**config.mk**
```make
export PLATFORM = sky130hd
export DESIGN_NAME = escaneo_teclado_flat
export DESIGN_NICKNAME = d
export VERILOG_FILES = /design/src/rtl/escaneo_teclado_if.sv /design/src/rtl/escaneo_teclado.sv /design/src/flat_wrapper.sv
export SDC_FILE = /design/constraint.sdc
export NUM_CORES = 1
export LEC_CHECK = 0
export ABC_AREA = 1
export CAP_MARGIN = 40
export CORE_MARGIN = 2
export CORE_UTILIZATION = 30
export DETAILED_ROUTE_END_ITERATION = 16
export SETUP_SLACK_MARGIN = 0.1
export SKIP_LAST_GASP = 1
export SLEW_MARGIN = 20
export SYNTH_ARGS = -nofsm -noshare
export SYNTH_HDL_FRONTEND = slang
export SYNTH_SLANG_ARGS = --single-unit
```
**constraint.sdc**
```tcl
create_clock -name Clk -period 2.8 [get_ports Clk]
set_input_delay 0.42 -clock Clk [delete_from_list [all_inputs] [get_ports Clk]]
set_output_delay 0.42 -clock Clk [all_outputs]
set_load 0.02 [all_outputs]
```
**src/rtl/escaneo_teclado_if.sv**
```systemverilog
// Keypad-side bundle: row sense lines in, column drive and accepted-key report out.
// The scanner takes the master modport; the keypad/consumer side takes slave.
interface escaneo_teclado_if;
    logic [3:0] Fila;
    logic [3:0] Columna;
    logic [3:0] Tecla;
    logic       Valida;
    logic       Presionada;

    modport master (
        input  Fila,
        output Columna,
        output Tecla,
        output Valida,
        output Presionada
    );

    modport slave (
        output Fila,
        input  Columna,
        input  Tecla,
        input  Valida,
        input  Presionada
    );
endinterface

```
**src/rtl/escaneo_teclado.sv**
```systemverilog
// 4x4 matrix keypad scanner: rotates an active-low column drive, samples synchronized rows,
// picks one key per frame and debounces press/release over DEB_SCANS whole frames.
module escaneo_teclado #(
    parameter int unsigned SCAN_DIV  = 100000,
    parameter int unsigned DEB_SCANS = 4
) (
    input logic               Clk,
    input logic               Reset,
    escaneo_teclado_if.master kp
);

    localparam int unsigned   DivW    = $clog2(SCAN_DIV);
    localparam logic [DivW-1:0] DivLast = DivW'(SCAN_DIV - 1);
    localparam logic [3:0]    DebCnt  = 4'(DEB_SCANS);
    localparam bit            DebOne  = (DEB_SCANS == 1);

    typedef enum logic [1:0] {StIdle, StCand, StHeld} state_e;

    logic [3:0]      fila_s1_q, fila_s2_q;
    logic [DivW-1:0] div_q;
    logic [1:0]      col_idx_q;
    logic [3:0]      col_q;
    logic            acc_hit_q;
    logic [3:0]      acc_code_q;
    state_e          state_q;
    logic [3:0]      cand_q;
    logic [3:0]      cnt_q;
    logic [3:0]      rel_q;
    logic [3:0]      tecla_q;
    logic            valida_q;
    logic            pres_q;

    logic            tick;
    logic            frame_end;
    logic            col_hit;
    logic [1:0]      col_row;
    logic [3:0]      col_code;
    logic            frame_hit;
    logic [3:0]      frame_code;

    always_comb begin
        tick      = (div_q == DivLast);
        frame_end = tick && (col_idx_q == 2'd3);
        col_hit   = 1'b0;
        col_row   = 2'd0;
        // Descending walk so the lowest active row is the one that sticks.
        for (int r = 3; r >= 0; r--) begin
            if (!fila_s2_q[r]) begin
                col_hit = 1'b1;
                col_row = 2'(r);
            end
        end
        col_code   = {col_row, col_idx_q};
        frame_hit  = acc_hit_q | col_hit;
        frame_code = acc_hit_q ? acc_code_q : col_code;
    end

    always_ff @(posedge Clk) begin
        if (Reset) begin
            fila_s1_q  <= 4'hF;
            fila_s2_q  <= 4'hF;
            div_q      <= '0;
            col_idx_q  <= 2'd0;
            col_q      <= 4'b1110;
            acc_hit_q  <= 1'b0;
            acc_code_q <= 4'h0;
            state_q    <= StIdle;
            cand_q     <= 4'h0;
            cnt_q      <= 4'd0;
            rel_q      <= 4'd0;
            tecla_q    <= 4'h0;
            valida_q   <= 1'b0;
            pres_q     <= 1'b0;
        end else begin
            fila_s1_q <= kp.Fila;
            fila_s2_q <= fila_s1_q;
            valida_q  <= 1'b0;
            if (!tick) begin
                div_q <= div_q + 1'b1;
            end else begin
                div_q     <= '0;
                col_idx_q <= col_idx_q + 2'd1;
                col_q     <= {col_q[2:0], col_q[3]};
                if (!frame_end) begin
                    // Earlier columns win, so only the first hit of a frame is kept.
                    if (!acc_hit_q && col_hit) begin
                        acc_hit_q  <= 1'b1;
                        acc_code_q <= col_code;
                    end
                end else begin
                    acc_hit_q  <= 1'b0;
                    acc_code_q <= 4'h0;
                    unique case (state_q)
                        StIdle: begin
                            if (frame_hit) begin
                                if (DebOne) begin
                                    tecla_q  <= frame_code;
                                    pres_q   <= 1'b1;
                                    valida_q <= 1'b1;
                                    rel_q    <= 4'd0;
                                    state_q  <= StHeld;
                                end else begin
                                    cand_q  <= frame_code;
                                    cnt_q   <= 4'd1;
                                    state_q <= StCand;
                                end
                            end
                        end
                        StCand: begin
                            if (!frame_hit) begin
                                state_q <= StIdle;
                            end else if (frame_code != cand_q) begin
                                cand_q <= frame_code;
                                cnt_q  <= 4'd1;
                            end else if (cnt_q + 4'd1 == DebCnt) begin
                                tecla_q  <= cand_q;
                                pres_q   <= 1'b1;
                                valida_q <= 1'b1;
                                rel_q    <= 4'd0;
                                state_q  <= StHeld;
                            end else begin
                                cnt_q <= cnt_q + 4'd1;
                            end
                        end
                        StHeld: begin
                            if (frame_hit) begin
                                rel_q <= 4'd0;
                            end else if (rel_q + 4'd1 == DebCnt) begin
                                rel_q   <= 4'd0;
                                pres_q  <= 1'b0;
                                state_q <= StIdle;
                            end else begin
                                rel_q <= rel_q + 4'd1;
                            end
                        end
                        default: state_q <= StIdle;
                    endcase
                end
            end
        end
    end

    assign kp.Columna    = col_q;
    assign kp.Tecla      = tecla_q;
    assign kp.Valida     = valida_q;
    assign kp.Presionada = pres_q;

endmodule

```
**src/flat_wrapper.sv**
```systemverilog
// flat-port wrapper written by rule: the top's interface ports become plain ports
module escaneo_teclado_flat 
#(
    parameter int unsigned SCAN_DIV  = 100000,
    parameter int unsigned DEB_SCANS = 4
)
  (Clk, Reset, kp_Fila, kp_Columna, kp_Tecla, kp_Valida, kp_Presionada);
  escaneo_teclado_if kp_i ();
  input logic Clk;
  input logic Reset;
  input wire logic [$bits(kp_i.Fila)-1:0] kp_Fila;
  output wire logic [$bits(kp_i.Columna)-1:0] kp_Columna;
  output wire logic [$bits(kp_i.Tecla)-1:0] kp_Tecla;
  output wire logic [$bits(kp_i.Valida)-1:0] kp_Valida;
  output wire logic [$bits(kp_i.Presionada)-1:0] kp_Presionada;
  assign kp_i.Fila = kp_Fila;
  assign kp_Columna = kp_i.Columna;
  assign kp_Tecla = kp_i.Tecla;
  assign kp_Valida = kp_i.Valida;
  assign kp_Presionada = kp_i.Presionada;
  escaneo_teclado #(.SCAN_DIV(SCAN_DIV), .DEB_SCANS(DEB_SCANS)) u_core (.Clk(Clk), .Reset(Reset), .kp(kp_i));
endmodule
```
## Word level (Yosys, flattened, before mapping)

Index checks and enable logic that the tools add are counted.

- Output and inout bits: 10
- Register bits: 56
- Word-level logic and storage cells: 99
- Input bits: 6

- Eq/ne operators: 17
- Bitwise operators: 6
- $add $sub $neg: 4
- Reduce and logical (&&, ||, !) cells: 16
- Multiplexer cells: 42

Operators with widths:

| operator | count |
|---|---|
| $mux W4 | 15 |
| $pmux W4 S2 | 3 |
| $reduce_and A6 Y1 | 4 |
| $mux W2 | 10 |
| $add A17 B1 Y17 const B | 1 |
| $eq A17 B17 Y1 const B | 1 |
| $mux W1 | 12 |
| $ne A2 B1 Y1 const B | 5 |
| $add A4 B1 Y4 const B | 2 |
| $eq A4 B3 Y1 const B | 2 |
| $reduce_and A8 Y1 | 1 |
| $reduce_and A7 Y1 | 1 |
| $ne A3 B3 Y1 const B | 2 |
| $pmux W2 S3 | 1 |
| $reduce_bool A2 Y1 | 3 |
| $reduce_or A6 Y1 | 1 |
| $not A1 Y1 | 5 |
| $eq A2 B2 Y1 const B | 2 |
| $ne A2 B2 Y1 const B | 2 |
| $ne A4 B4 Y1 | 1 |
| $ne A3 B2 Y1 const B | 1 |
| $add A2 B1 Y2 const B | 1 |
| $eq A2 B1 Y1 const B | 1 |
| $logic_and A1 B1 Y1 | 2 |
| 6 further kinds | 6 |

## Longest topological paths before layout

Gate-level depths: netlist of run 1.

- Word-level depth: 9
- Mapped depth: 14
- Depth with buffers taken out: 13

## Worst setup path before layout of run 1

Ideal clock, no wire load.

- Path type: register to register
- Start point: reg u_core.div_q[0]
- End point: reg u_core.cand_q[0]
- Period minus slack after synthesis: 1.577 ns
- Path buffers: 0
- Slack: 1.223 ns
- Arrival time: 1.462 ns
- Setup time: 0.115 ns
- Stages on the path, launching flop included: 11
- Data required time: 2.685 ns
- Cells stage by stage: dfxtp_1 ha_1 nand3_1 nor3_2 nand2_2 nor2_4 nand2_2 nor2_4 nand2_2 o21ai_1 nor2_1

- Cells in the longest elaborated chain, start to end: 3

Ends and longest elaborated chain:

| item | line | RTL |
|---|---|---|
| from (decl) | escaneo_teclado.sv:20 | `logic [DivW-1:0] div_q;` |
| from (signal assigned) | escaneo_teclado.sv:79 | `div_q <= div_q + 1'b1;` |
| $eq A17 B17 Y1 * | escaneo_teclado.sv:42 | `tick = (div_q == DivLast);` |
| $logic_and A1 B1 Y1 | escaneo_teclado.sv:43 | `frame_end = tick && (col_idx_q == 2'd3);` |
| $reduce_and A6 Y1 (no source line) * | n/a |  |
| to (signal assigned) | escaneo_teclado.sv:103 | `cand_q <= frame_code;` |
| to (signal assigned) | escaneo_teclado.sv:113 | `cand_q <= frame_code;` |
| to (decl) | escaneo_teclado.sv:26 | `logic [3:0] cand_q;` |

Mark *: on every way between the ends. The rest lies on a longest branch, timed or not.
A chain may end at the register's enable or synchronous reset.

## Worst setup path after layout of run 1

- Start point: reg u_core.div_q[0]
- End point: reg u_core.tecla_q[1], in the netlist u_core.kp.Tecla[1]

- Cells in the longest elaborated chain, start to end: 3

Ends and longest elaborated chain:

| item | line | RTL |
|---|---|---|
| $eq A17 B17 Y1 * | escaneo_teclado.sv:42 |  |
| $logic_and A1 B1 Y1 | escaneo_teclado.sv:43 |  |
| $reduce_and A6 Y1 (no source line) * | n/a |  |
| to (signal assigned) | escaneo_teclado.sv:97 | `tecla_q <= frame_code;` |
| to (signal assigned) | escaneo_teclado.sv:116 | `tecla_q <= cand_q;` |
| to (decl) | escaneo_teclado.sv:29 | `logic [3:0] tecla_q;` |

Marked as above.

==> impl_results.md, run 1 <==
* Placed inst area at between 3000 and 4000 µm²
* Critical path class: reg2reg
* Critical Path Start: u_core.div_q[0]
* Setup bufs post-CTS at 0
* Final core occ at about 34%
* Dpl ws at roughly 0.9 ns
* RSZ-0062 raised after global routing: no
* Hold Violations, Final at 0
* CP arrival at 2.14 ns
* Largest net degree at the start of global routing at 22
* Top-area cell type share of the netlist area at 40.4%
* Pre-antenna DRT Iters at 4
* Setup TNS at 0 ns
* Hpwl dp at around 3900 µm
* Synth async-reset ratio at 0%
* #FFs+latches synth at 56
* Routed WL at roughly 5200 µm
* Placed instance count at a little over 500
* Final-report setup violation count at 0
* Synth top area cells: dfxtp_1 (40%), nand2_1 (11%), nor2_1 (7.0%)
* End of the critical path: u_core.kp.Tecla[1]
* LEAKAGE at roughly 1.3 nW
* Via/cell ratio at about 4.6
* Ys flop type: dfxtp_1
* Mapped Nets at a little under 400
* HP Class: reg2reg
* Power per cell area at 429 nW/µm²
* CTS tree: done
* Crit Reg-Reg Endpoint: u_core.kp.Tecla[1]
* Drt drc at 0
* DIE AREA at about 10000 µm²
* FF/Latch Area at 1120 µm²
* Sequential fraction of the synthesis area at between 40% and 50%
* Yosys top cell by area: dfxtp_1
* Crit path capture type: register
* Period utilisation layout at between 60% and 70%
* Clock Latency Late Sink at approximately 0.33 ns
* Max Cap Viol at 0
* Fraction of layout instances using a drive strength above 1 at approximately 15%
* Worst-path clk slew at about 0.11 ns
* DR iter-0 viols at 63
* # nets final at ~410
* Number of synthesized flops with an enable pin at 0
* Vias at 2340
* Num CTS Buffers at 5
* Syn. warnings at 0
* Hold Buf Count CTS at 0
* # fillers at slightly below 1000
* Peak supply drop at 0.276 mV
* Htree depth at 2
* Slew Viols, Final at 0
* Crit path required time at between 3 and 4 ns
* Mapped Area at roughly 2800 µm²
* Synth cell types at 33
* Max Clock Freq at approximately 520 MHz
* Fin crit period at 1.91 ns
* First-pass GRT wire length at ~9400 µm
* IO buf count at 15
* Max Buffers Root-to-Sink at 2
* Initial Utilization at between 30% and 40%
* GRT overflow at 0
* Routed wire per std cell at between 10 and 15 µm
* Post-Syn Instances at approximately 390
* Area of the multi-input gates at 1430 µm²
* Remaining antenna violation count after routing at 0
* Area grow syn2layout at 12.9%
* Clock sink count at 56
* Core area at about 9100 µm²
* Routability cong. at 0.868
* Site Rows at 35
* Die X at ~100 µm
* Die Y at about 100 µm
* R2r startpoint: u_core.div_q[0]
* Outcome: completed
* Finished layout cell area at 3130 µm²
* Post-CTS sizing at 0
* Overall power at about 1.3 mW
* Worst slew margin at between 60% and 70%
* FF-to-FF setup slack at roughly 0.9 ns
* Vias in the first global route at roughly 2200
* Maximum fanout along the worst path at 12
* Diode count at 0
* I/O pin count at 16
* Reg2reg path depth at 10
* Final Skew at about 0.012 ns
* Initial antenna violation count at 0
* Synthesized area per cell at about 7.2 µm²
* Root buf cell: clkbuf_8
* Non-Filler Instances at 514
* Startpoint Class: register
* Worst-Margin Slew at 0.482 ns
* Total track usage at roughly 11%
* Final worst slack at 0.892 ns
* Hold WS at 0.423 ns
worst min-delay path by stage:
stage	from	endpoint	slack, ns	cells past startpoint
detailed placement	u_core.fila_s1_q[1]	u_core.fila_s2_q[1]	0.40	1
global placement	u_core.fila_s1_q[0]	u_core.fila_s2_q[0]	0.39	1
CTS	u_core.fila_s1_q[1]	u_core.fila_s2_q[1]	0.42	1
finish	u_core.fila_s1_q[1]	u_core.fila_s2_q[1]	0.42	1
global route	u_core.fila_s1_q[2]	u_core.fila_s2_q[2]	0.44	1
floorplan	u_core.fila_s1_q[0]	u_core.fila_s2_q[0]	0.39	1
cell type report:
| class | instances | area share (%) |
|---|---|---|
| inverter | 48 | 5.84 |
| tap | 111 | 4.44 |
| clock buffer | 5 | 2.20 |
| timing repair buffer | 17 | 5.28 |
| sequential | 56 | 35.8 |
| clock inverter | 3 | 0.839 |
| multi-input combinational | 274 | 45.6 |
sequential cells by signal, indices dropped and copies added, names as in the netlist:
register,count
u_core.cand_q,4
u_core.acc_code_q,4
u_core.col_idx_q,2
u_core.state_q,2
u_core.fila_s1_q,4
u_core.div_q,17
u_core.kp.Columna,4
u_core.kp.Presionada,1
u_core.fila_s2_q,4
u_core.kp.Tecla,4
u_core.cnt_q,4
u_core.acc_hit_q,1
u_core.rel_q,4
u_core.kp.Valida,1
critical path, cell delays in order, from the launching register on:
cell	delay, ns
dfxtp_1	0.38
ha_1	0.20
nand3_1	0.09
nor3_2	0.24
nand2_2	0.22
nor2_4	0.17
nand2_2	0.11
nor2_4	0.18
inv_2	0.08
nor2_1	0.10
nor2_1	0.05
routing by layer:
layer  routed length (µm)  GRT usage, %  up-vias
li1                     -             -     1265
met5                    0             0        -
met1                 2610          13.7     1038
met3                  137          2.30       11
met2                 2360          19.5       26
met4                  129          5.48        0
report_power, final:
| part | total (mW) | internal [mW] | switching [mW] |
|---|---|---|---|
| clock | 0.477 | 0.185 | 0.292 |
| combinational | 0.0571 | 0.0214 | 0.0357 |
| sequential | 0.810 | 0.805 | 0.00466 |
| total | 1.34 | 1.01 | 0.332 |
logic make-up (layout without fill, tap and decap cells):
kind of cell             count (synthesis)  after routing  share of synthesized area (%)
buffers and inverters                   55             73                           8.12
flip-flops                              56             56                           40.4
AND/OR/NAND/NOR                        221            221                           38.8
adder cells (fa/ha/maj)                  6              6                           2.71
XOR/XNOR                                 6              6                           1.89
AO/OA/AOI/OAI                           41             41                           8.07
Yosys cell counts, types with 2 or more instances:
cell      instances
nor2_4            7
nand3_2           4
nor3b_1           5
buf_4             2
inv_2            10
clkbuf_1          3
ha_1              6
xor2_1            4
or2_2            10
inv_1            36
o21ai_0           4
nor2_1           52
o21ai_1           8
nand2_1          82
a21oi_1          21
a211oi_1          3
nor2_2            7
o211ai_1          3
nand2_2          10
or2_0             2
nand3_1          23
nor3_2            2
and3_1            2
xnor2_1           2
dfxtp_1          56
nor3_1            5
nand4_1          10
placed cells by master (no fill, tap or decap):
| master | instances |
|---|---|
| clkdlybuf4s50_1 | 15 |
| a21oi_1 | 21 |
| nor3b_1 | 5 |
| clkinv_1 | 1 |
| xor2_1 | 4 |
| inv_4 | 1 |
| inv_6 | 2 |
| a211oi_1 | 3 |
| nor2_1 | 52 |
| xnor2_1 | 2 |
| nand2_2 | 10 |
| dfxtp_1 | 56 |
| buf_4 | 2 |
| nand3_1 | 23 |
| and3_1 | 2 |
| inv_1 | 36 |
| o21ai_1 | 8 |
| ha_1 | 6 |
| o211ai_1 | 3 |
| nand4_1 | 10 |
| nand2_1 | 82 |
| or2_0 | 2 |
| nor2_2 | 7 |
| a31oi_1 | 1 |
| clkbuf_8 | 5 |
| o21a_1 | 1 |
| or2_2 | 10 |
| nor2_4 | 7 |
| nor3_2 | 2 |
| o21ai_0 | 4 |
| inv_2 | 10 |
| nand3_2 | 4 |
| nor3_1 | 5 |
| clkinv_4 | 1 |
Note: power is estimated with default switching activity, not from simulation.
==> run 2, diff against run 1 <==
Clock period 2.8 ns to 1.7 ns, I/O delays scaled along.
==> run 2 against run 1 <==
Against the previous run:
- the run now ends with setup timing left
- flip-flop and latch count did not move
- non-clock buffer count rose by 28
- combinational power grew 120%
- clock power is 61% higher
- core utilization up 5.3 points
- die area unchanged
- design area increased by 16%
- total power rose by 66%
- maximum frequency rose by 11%
==> impl_results.md, run 2 (synthesis results as in run 1) <==
* DR iter-0 viols at 86 (+37%)
* Vias in the first global route at 2384 (+6.8%)
* Peak supply drop at 0.290 mV (+5.0%)
* Area grow syn2layout at 30.4%
* Final Skew at 0.00722 ns (-0.00448 ns)
* Site Rows at 35 (unchanged)
* Initial Utilization at 30.5% (unchanged)
* Clock sink count at 56 (unchanged)
* Most frequent cells in the layout: nand2_1 (70), nor2_1 (44), dfxtp_1 (41)
* Die X at 100 µm (unchanged)
* Final-report setup violation count at 1 (+1)
* Num CTS Buffers at 5 (unchanged)
* R2r startpoint: u_core.div_q[1]
* # fillers at 964 (-1.4%)
* CP peak stage delay at 0.37 ns (about the same)
* Buf/Inv on CP at 1 (unchanged)
* # nets final at 442 (+6.8%)
* Crit-path cells: ha_4 > nand3_4 > nor3_4 > nand2_2 > nor2_4 > nand2_4 > nor2_4 > inv_4 > nor2_1 > nor2_1
* Largest net degree at the start of global routing at 21 (-4.5%)
* Hold Violations, Final at 0 (unchanged)
* Max Cap Viol at 0 (unchanged)
* Remaining antenna violation count after routing at 0 (unchanged)
* Max Buffers Root-to-Sink at 2 (unchanged)
* Max Clock Freq at 582 MHz (+11%)
* IO buf count at 15 (unchanged)
* Failing checks: setup timing
* Routability cong. at 0.811 (-6.6%)
* Pre-antenna DRT Iters at 4 (unchanged)
* RSZ-0062 raised after global routing: yes
* Crit path capture type: register
* Crit Reg-Reg Endpoint: u_core.kp.Tecla[2]
* Maximum fanout along the worst path at 5 (-7)
* Most common cell after layout, fill and taps aside: nand2_1
* Outcome: finished with violations
* Via/cell ratio at 4.64 (+1.9%)
* CTS tree: done
* LEAKAGE at 1.47 nW (+15%)
* Routed WL at 5890 µm (+13%)
* Critical Path Start: u_core.div_q[1]
* I/O pin count at 16 (unchanged)
* Reg2reg path depth at 10 (unchanged)
* DIE AREA at 10000 µm² (unchanged)
* Fraction of layout instances using a drive strength above 1 at 33.9% (+19 points)
* Top delay family on crit path: simple AND/OR/NAND/NOR gates
* GRT overflow at 0 (unchanged)
* Worst slew margin at 77.3% (+9.8 points)
* Slew Viols, Final at 0 (unchanged)
* Power per cell area at 617 nW/µm² (+44%)
* Overall power at 2.23 mW (+66%)
* Htree depth at 2 (unchanged)
* FF/Latch Area at 1140 µm² (+1.9%)
* Period utilisation layout at 101% (+33 points)
* Die Y at 100 µm (unchanged)
* Hpwl dp at 4170 µm (+6.4%)
* Max FFs per register at 17 (unchanged)
* Worst-Margin Slew at 0.340 ns (-0.142 ns)
* First-pass GRT wire length at 10200 µm (+8.5%)
* Routed wire per std cell at 10.9 µm (+6.8%)
* Area of the multi-input gates at 1660 µm² (+16%)
* Clock Latency Late Sink at 0.31 ns (-0.02 ns)
* Final worst slack at -0.0182 ns (-0.910 ns)
* Top reg by flops: u_core.div_q
* Hold Buf Count CTS at 0 (unchanged)
* Vias at 2515 (+7.5%)
* Crit path required time at 1.92 ns (-1.11 ns)
* Critical path class: reg2reg
* Startpoint Class: register
* Fin crit period at 1.72 ns (-0.190 ns)
* Worst-path clk slew at 0.11 ns (about the same)
* Initial antenna violation count at 0 (unchanged)
* CP arrival at 1.93 ns (-0.21 ns)
* HP Class: reg2reg
* Core area at 9110 µm² (unchanged)
* Critical Path Stages at 10 (unchanged)
* End of the critical path: u_core.kp.Tecla[2]
* Worst path slowest cell: dfxtp_2
* Worst hold start: u_core.fila_s1_q[2]
* Drt drc at 0 (unchanged)
* FF-to-FF setup slack at -0.02 ns (-0.91 ns)
* Diode count at 0 (unchanged)
* Setup TNS at -0.0182 ns (-0.0182 ns)
* Root buf cell: clkbuf_8
* Total track usage at 12.2% (+0.84 points)
[run 2: worst min path at each step]
stage / endpoint / slack [ns] / cells past startpoint
after global routing: u_core.fila_s2_q[2] / 0.44 / 1
final: u_core.fila_s2_q[2] / 0.42 / 1
after CTS: u_core.fila_s2_q[2] / 0.42 / 1
after detailed placement: u_core.fila_s2_q[2] / 0.40 / 1
after floorplan: u_core.fila_s1_q[0] / 0.36 / 1
after global placement: u_core.fila_s2_q[3] / 0.39 / 1
[run 2: cell type report]
type | count | area share [%]
multi-input cells | 274 | 45.9
inverters | 48 | 5.19
flip-flops and latches | 56 | 31.6
repair buffers | 45 | 10.9
well taps | 111 | 3.84
clock buffers | 5 | 1.90
clock inverters | 3 | 0.692
[run 2: timing repair]
item,CTS,global route
buffers inserted,6,1
pin swaps,20,34
resized for setup,23,61
setup endpoints to repair,32,38
[run 2: where the power goes]
group          switching [mW]  internal, mW
Clock                   0.466         0.302
Combinational          0.0741        0.0532
Sequential             0.0106          1.33
[run 2: metal layers]
| metal | share of wire [%] | GRT usage [%] | vias up |
|---|---|---|---|
| met5 | 0 | 0 | - |
| met3 | 2.9 | 1.74 | 7 |
| met1 | 47 | 15.8 | 1155 |
| met2 | 48 | 21.0 | 40 |
| met4 | 1.4 | 4.11 | 0 |
| li1 | - | - | 1313 |
[run 2: through the flow]
step	instance area [µm²]	utilization, %	worst slack, ns	std cells	hold slack (ns)
finish	3620	39.7	-0.0182	542	0.419
global placement	3190	35.1	0.0157	527	0.394
global route	3620	39.7	-0.126	542	0.438
floorplan	2770	-	0.123	385	0.359
CTS	3400	37.3	0.0128	541	0.422
detailed placement	3190	35.1	-0.00350	527	0.396
==> run 3, diff against run 2 <==
Settings changed: ABC_AREA 1 to not set.
==> run 3 against run 2 <==
Against the previous run:
- the flow still finishes with violations (setup timing)
- flip-flop and latch count stayed put
- combinational power rose by 31%
- clock power fell by 1%
- worst setup slack lost 0.37 ns
- critical endpoint is now u_core.kp.Tecla[1]
- die area is 4.7% lower
- critical path type unchanged
- count of clock-buffer cells in the layout is the same
- first-iteration DRC count decreased by 58%
- worst hold slack got worse by 0.0017 ns
- synthesized cell count down 24%
- total power is 0.95% higher
- global-route usage increased by 1.1 points
- highest routed layer unchanged
==> impl_results.md, run 3 <==
* Most common cell after layout, fill and taps aside: buf_4
* FF/Latch Area at 1140 µm² (-0.44%)
* Worst path slowest cell: or4bb_4
* Root buf cell: clkbuf_8
* Final Skew at 0.00960 ns (+0.00237 ns)
* Synth top area cells: dfxtp_1 (43%), nor2_1 (6.0%), xnor2_1 (3.7%)
* Sequential fraction of the synthesis area at 42.5% (+2.1 points)
* Area grow syn2layout at 47.5%
* Startpoint Class: register
* Peak supply drop at 0.365 mV (+26%)
* Overall power at 2.25 mW (+0.95%)
* Outcome: finished with violations
* Fraction of layout instances using a drive strength above 1 at 37.5% (+3.6 points)
* Buf/Inv on CP at 1 (unchanged)
* DIE AREA at 9560 µm² (-4.7%)
* DR iter-0 viols at 36 (-58%)
* Number of synthesized flops with an enable pin at 0 (unchanged)
* Htree depth at 2 (unchanged)
* Diode count at 0 (unchanged)
* Die X at 97.8 µm (-2.4%)
* Placed instance count at 475 (-9.9%)
* Non-Filler Instances at 492 (-9.2%)
* Reg2reg path depth at 8 (-2)
* Failing checks: setup timing
* Worst slew margin at 76.6% (-0.73 points)
* GRT overflow at 0 (unchanged)
* Top delay family on crit path: simple AND/OR/NAND/NOR gates
* Via/cell ratio at 4.79 (+3.3%)
* Most frequent cell after synthesis: dfxtp_1
* Total track usage at 13.3% (+1.1 points)
* Crit path required time at 1.91 ns (about the same)
* Initial antenna violation count at 0 (unchanged)
* Compound-gate portion of the synthesized area at 12.1% (+4.1 points)
* HP Class: reg2reg
* Finished layout cell area at 3890 µm² (+7.6%)
* # fillers at 835 (-13%)
* Synth async-reset ratio at 0% (unchanged)
* Most frequent cells in the layout: buf_4 (72), dfxtp_1 (49), nor2_1 (40)
* Vias in the first global route at 2348 (-1.5%)
* Max Cap Viol at 0 (unchanged)
* Slew Viols, Final at 0 (unchanged)
* Crit path capture type: register
* Placed inst area at 3520 µm² (+10%)
* CP arrival at 2.29 ns (+0.36 ns)
* Clock sink count at 56 (unchanged)
* Simple-gate share of the synthesized area at 28.6% (-10 points)
* Hold Violations, Final at 0 (unchanged)
* Initial Utilization at 30.5% (+0.089 points)
* Synthesized area per cell at 9.03 µm² (+25%)
* Largest net degree at the start of global routing at 39 (+86%)
* Remaining antenna violation count after routing at 0 (unchanged)
* Hpwl dp at 4360 µm (+4.7%)
* Met3 Wirelength at 142 µm (-16%)
* RSZ-0062 raised after global routing: yes
* Largest family of logic cells by synthesized area: simple AND/OR/NAND/NOR gates
* Dpl ws at -0.502 ns (-0.498 ns)
* Synth top cells by count: dfxtp_1 (56), nor2_1 (42), nand2_1 (16)
* # nets final at 395 (-11%)
* Crit Reg-Reg Endpoint: u_core.kp.Tecla[1]
* Routed WL at 6270 µm (+6.3%)
* Setup TNS at -10.81 ns (-10.79 ns)
* Pre-antenna DRT Iters at 4 (unchanged)
* Worst hold start: u_core.fila_s1_q[2]
* Max Clock Freq at 480 MHz (-18%)
* Routability cong. at 0.819 (+0.95%)
* WHS Endpoint: u_core.fila_s2_q[2]
* Max FFs per register at 17 (unchanged)
* #FFs+latches synth at 56 (unchanged)
* Post-synthesis mux area share at 3.94% (+3.9 points)
* Maximum fanout along the worst path at 4 (-1)
* First-pass GRT wire length at 10600 µm (+4.6%)
* CTS tree: done
* Core area at 8640 µm² (-5.2%)
* Worst-path clk slew at 0.10 ns (about the same)
* Worst-Margin Slew at 0.351 ns (+0.0113 ns)
* Ys flop type: dfxtp_1
* Synth cell types at 51 (+55%)
* Final core occ at 45.1% (+5.3 points)
* CP peak stage delay at 0.53 ns (+0.16 ns)
* Vias at 2358 (-6.2%)
* Drt drc at 0 (unchanged)
* Mapped Nets at 304 (-23%)
* Hold WS at 0.417 ns (-0.00167 ns)
* Met2 WL at 3110 µm (+9.2%)
* Syn. warnings at 0 (unchanged)
* Max Buffers Root-to-Sink at 2 (unchanged)
* Area of the multi-input gates at 1720 µm² (+3.6%)
* Synth Area in Adders at 2.85% (+0.14 points)
* Power per cell area at 579 nW/µm² (-6.2%)
* I/O pin count at 16 (unchanged)
* Met1 Routed Length at 2970 µm (+6.2%)
* Period utilisation layout at 123% (+21 points)
* IO buf count at 15 (unchanged)
* Routed wire per std cell at 12.7 µm (+17%)
* Mapped Area at 2640 µm² (-4.9%)
* Crit-path cells: ha_4 > or4bb_4 > o31ai_4 > nand4_1 > nor4_4 > buf_4 > mux2i_1 > nor2_1
* Yosys top cell by area: dfxtp_1
* LEAKAGE at 1.54 nW (+4.4%)
* Final worst slack at -0.383 ns (-0.365 ns)
* FF-to-FF setup slack at -0.38 ns (-0.37 ns)
* Fin crit period at 2.08 ns (+0.365 ns)
* Post-Synth XOR/XNOR Area at 7.31% (+5.4 points)
* Hold Path Depth at 1 (unchanged)
* Post-Syn Instances at 292 (-24%)
* Top reg by flops: u_core.div_q
* Clock Latency Late Sink at 0.31 ns (about the same)
* Die Y at 97.8 µm (-2.4%)
* Critical path class: reg2reg
* Top-area cell type share of the netlist area at 42.5% (+2.1 points)
* Num CTS Buffers at 5 (unchanged)
* R2r startpoint: u_core.cnt_q[0]
* Final-report setup violation count at 48 (+47)
* Highest metal used: met4
* Site Rows at 34 (-2.9%)
==> run 3: changes by cell type after synthesis, sizes merged, moves of 7 or more <==
cell   previous run  this run
nand2            92        16
inv              47         7
nor2             66        42
nand3            27        13
a21oi            21        11
mux2i             0        10
xnor2             2        11
nor2b             0         8
nor4              0         7
xor2              4        11
==> run 3: worst max-delay path by stage <==
stage	start	end	slack, ns	depth (start not counted)
after detailed placement	u_core.div_q[7]	u_core.rel_q[1]	-0.50	6
after floorplan	u_core.div_q[8]	u_core.rel_q[1]	-0.35	6
final	u_core.cnt_q[0]	u_core.kp.Tecla[1]	-0.38	8
after CTS	u_core.div_q[8]	u_core.kp.Tecla[1]	-0.37	7
after global placement	u_core.div_q[7]	u_core.cand_q[1]	-0.45	6
after global routing	u_core.div_q[1]	u_core.kp.Tecla[0]	-0.48	9
==> run 3: metal layers <==
| metal | vias to the layer above | GRT usage [%] |
|---|---|---|
| met4 | 0 | 3.21 |
| met1 | 1118 | 17.3 |
| met3 | 4 | 2.72 |
| li1 | 1215 | - |
| met5 | - | 0 |
| met2 | 21 | 22.8 |
==> run 3: area by class of cell <==
| cell class | instances | share of cell area (%) |
|---|---|---|
| inverters | 7 | 0.740 |
| multi-input cells | 220 | 44.2 |
| repair buffers | 93 | 20.0 |
| clock inverters | 3 | 0.579 |
| well taps | 108 | 3.47 |
| clock buffers | 5 | 1.77 |
| flip-flops and latches | 56 | 29.2 |
==> run 3: logic make-up after synthesis <==
family          Yosys count
compound gates           47
fa+ha+maj                 6
xor+xnor                 22
buf+inv                  16
flops                    56
mux                      10
simple gates            135
==> run 3: what timing repair did <==
| action | CTS | global route |
|---|---|---|
| pin swaps | 18 | 6 |
| hold buffers | 0 | 0 |
| resized for setup | 33 | 17 |
| endpoints found under the setup margin | 49 | 50 |
| setup buffers | 8 | 1 |
| gates cloned | 0 | 0 |
==> run 3: power breakdown <==
group | switching [mW] | internal [mW] | total (mW)
Combinational | 0.0822 | 0.0833 | 0.166
Clock | 0.460 | 0.297 | 0.757
Sequential | 0.00819 | 1.32 | 1.33
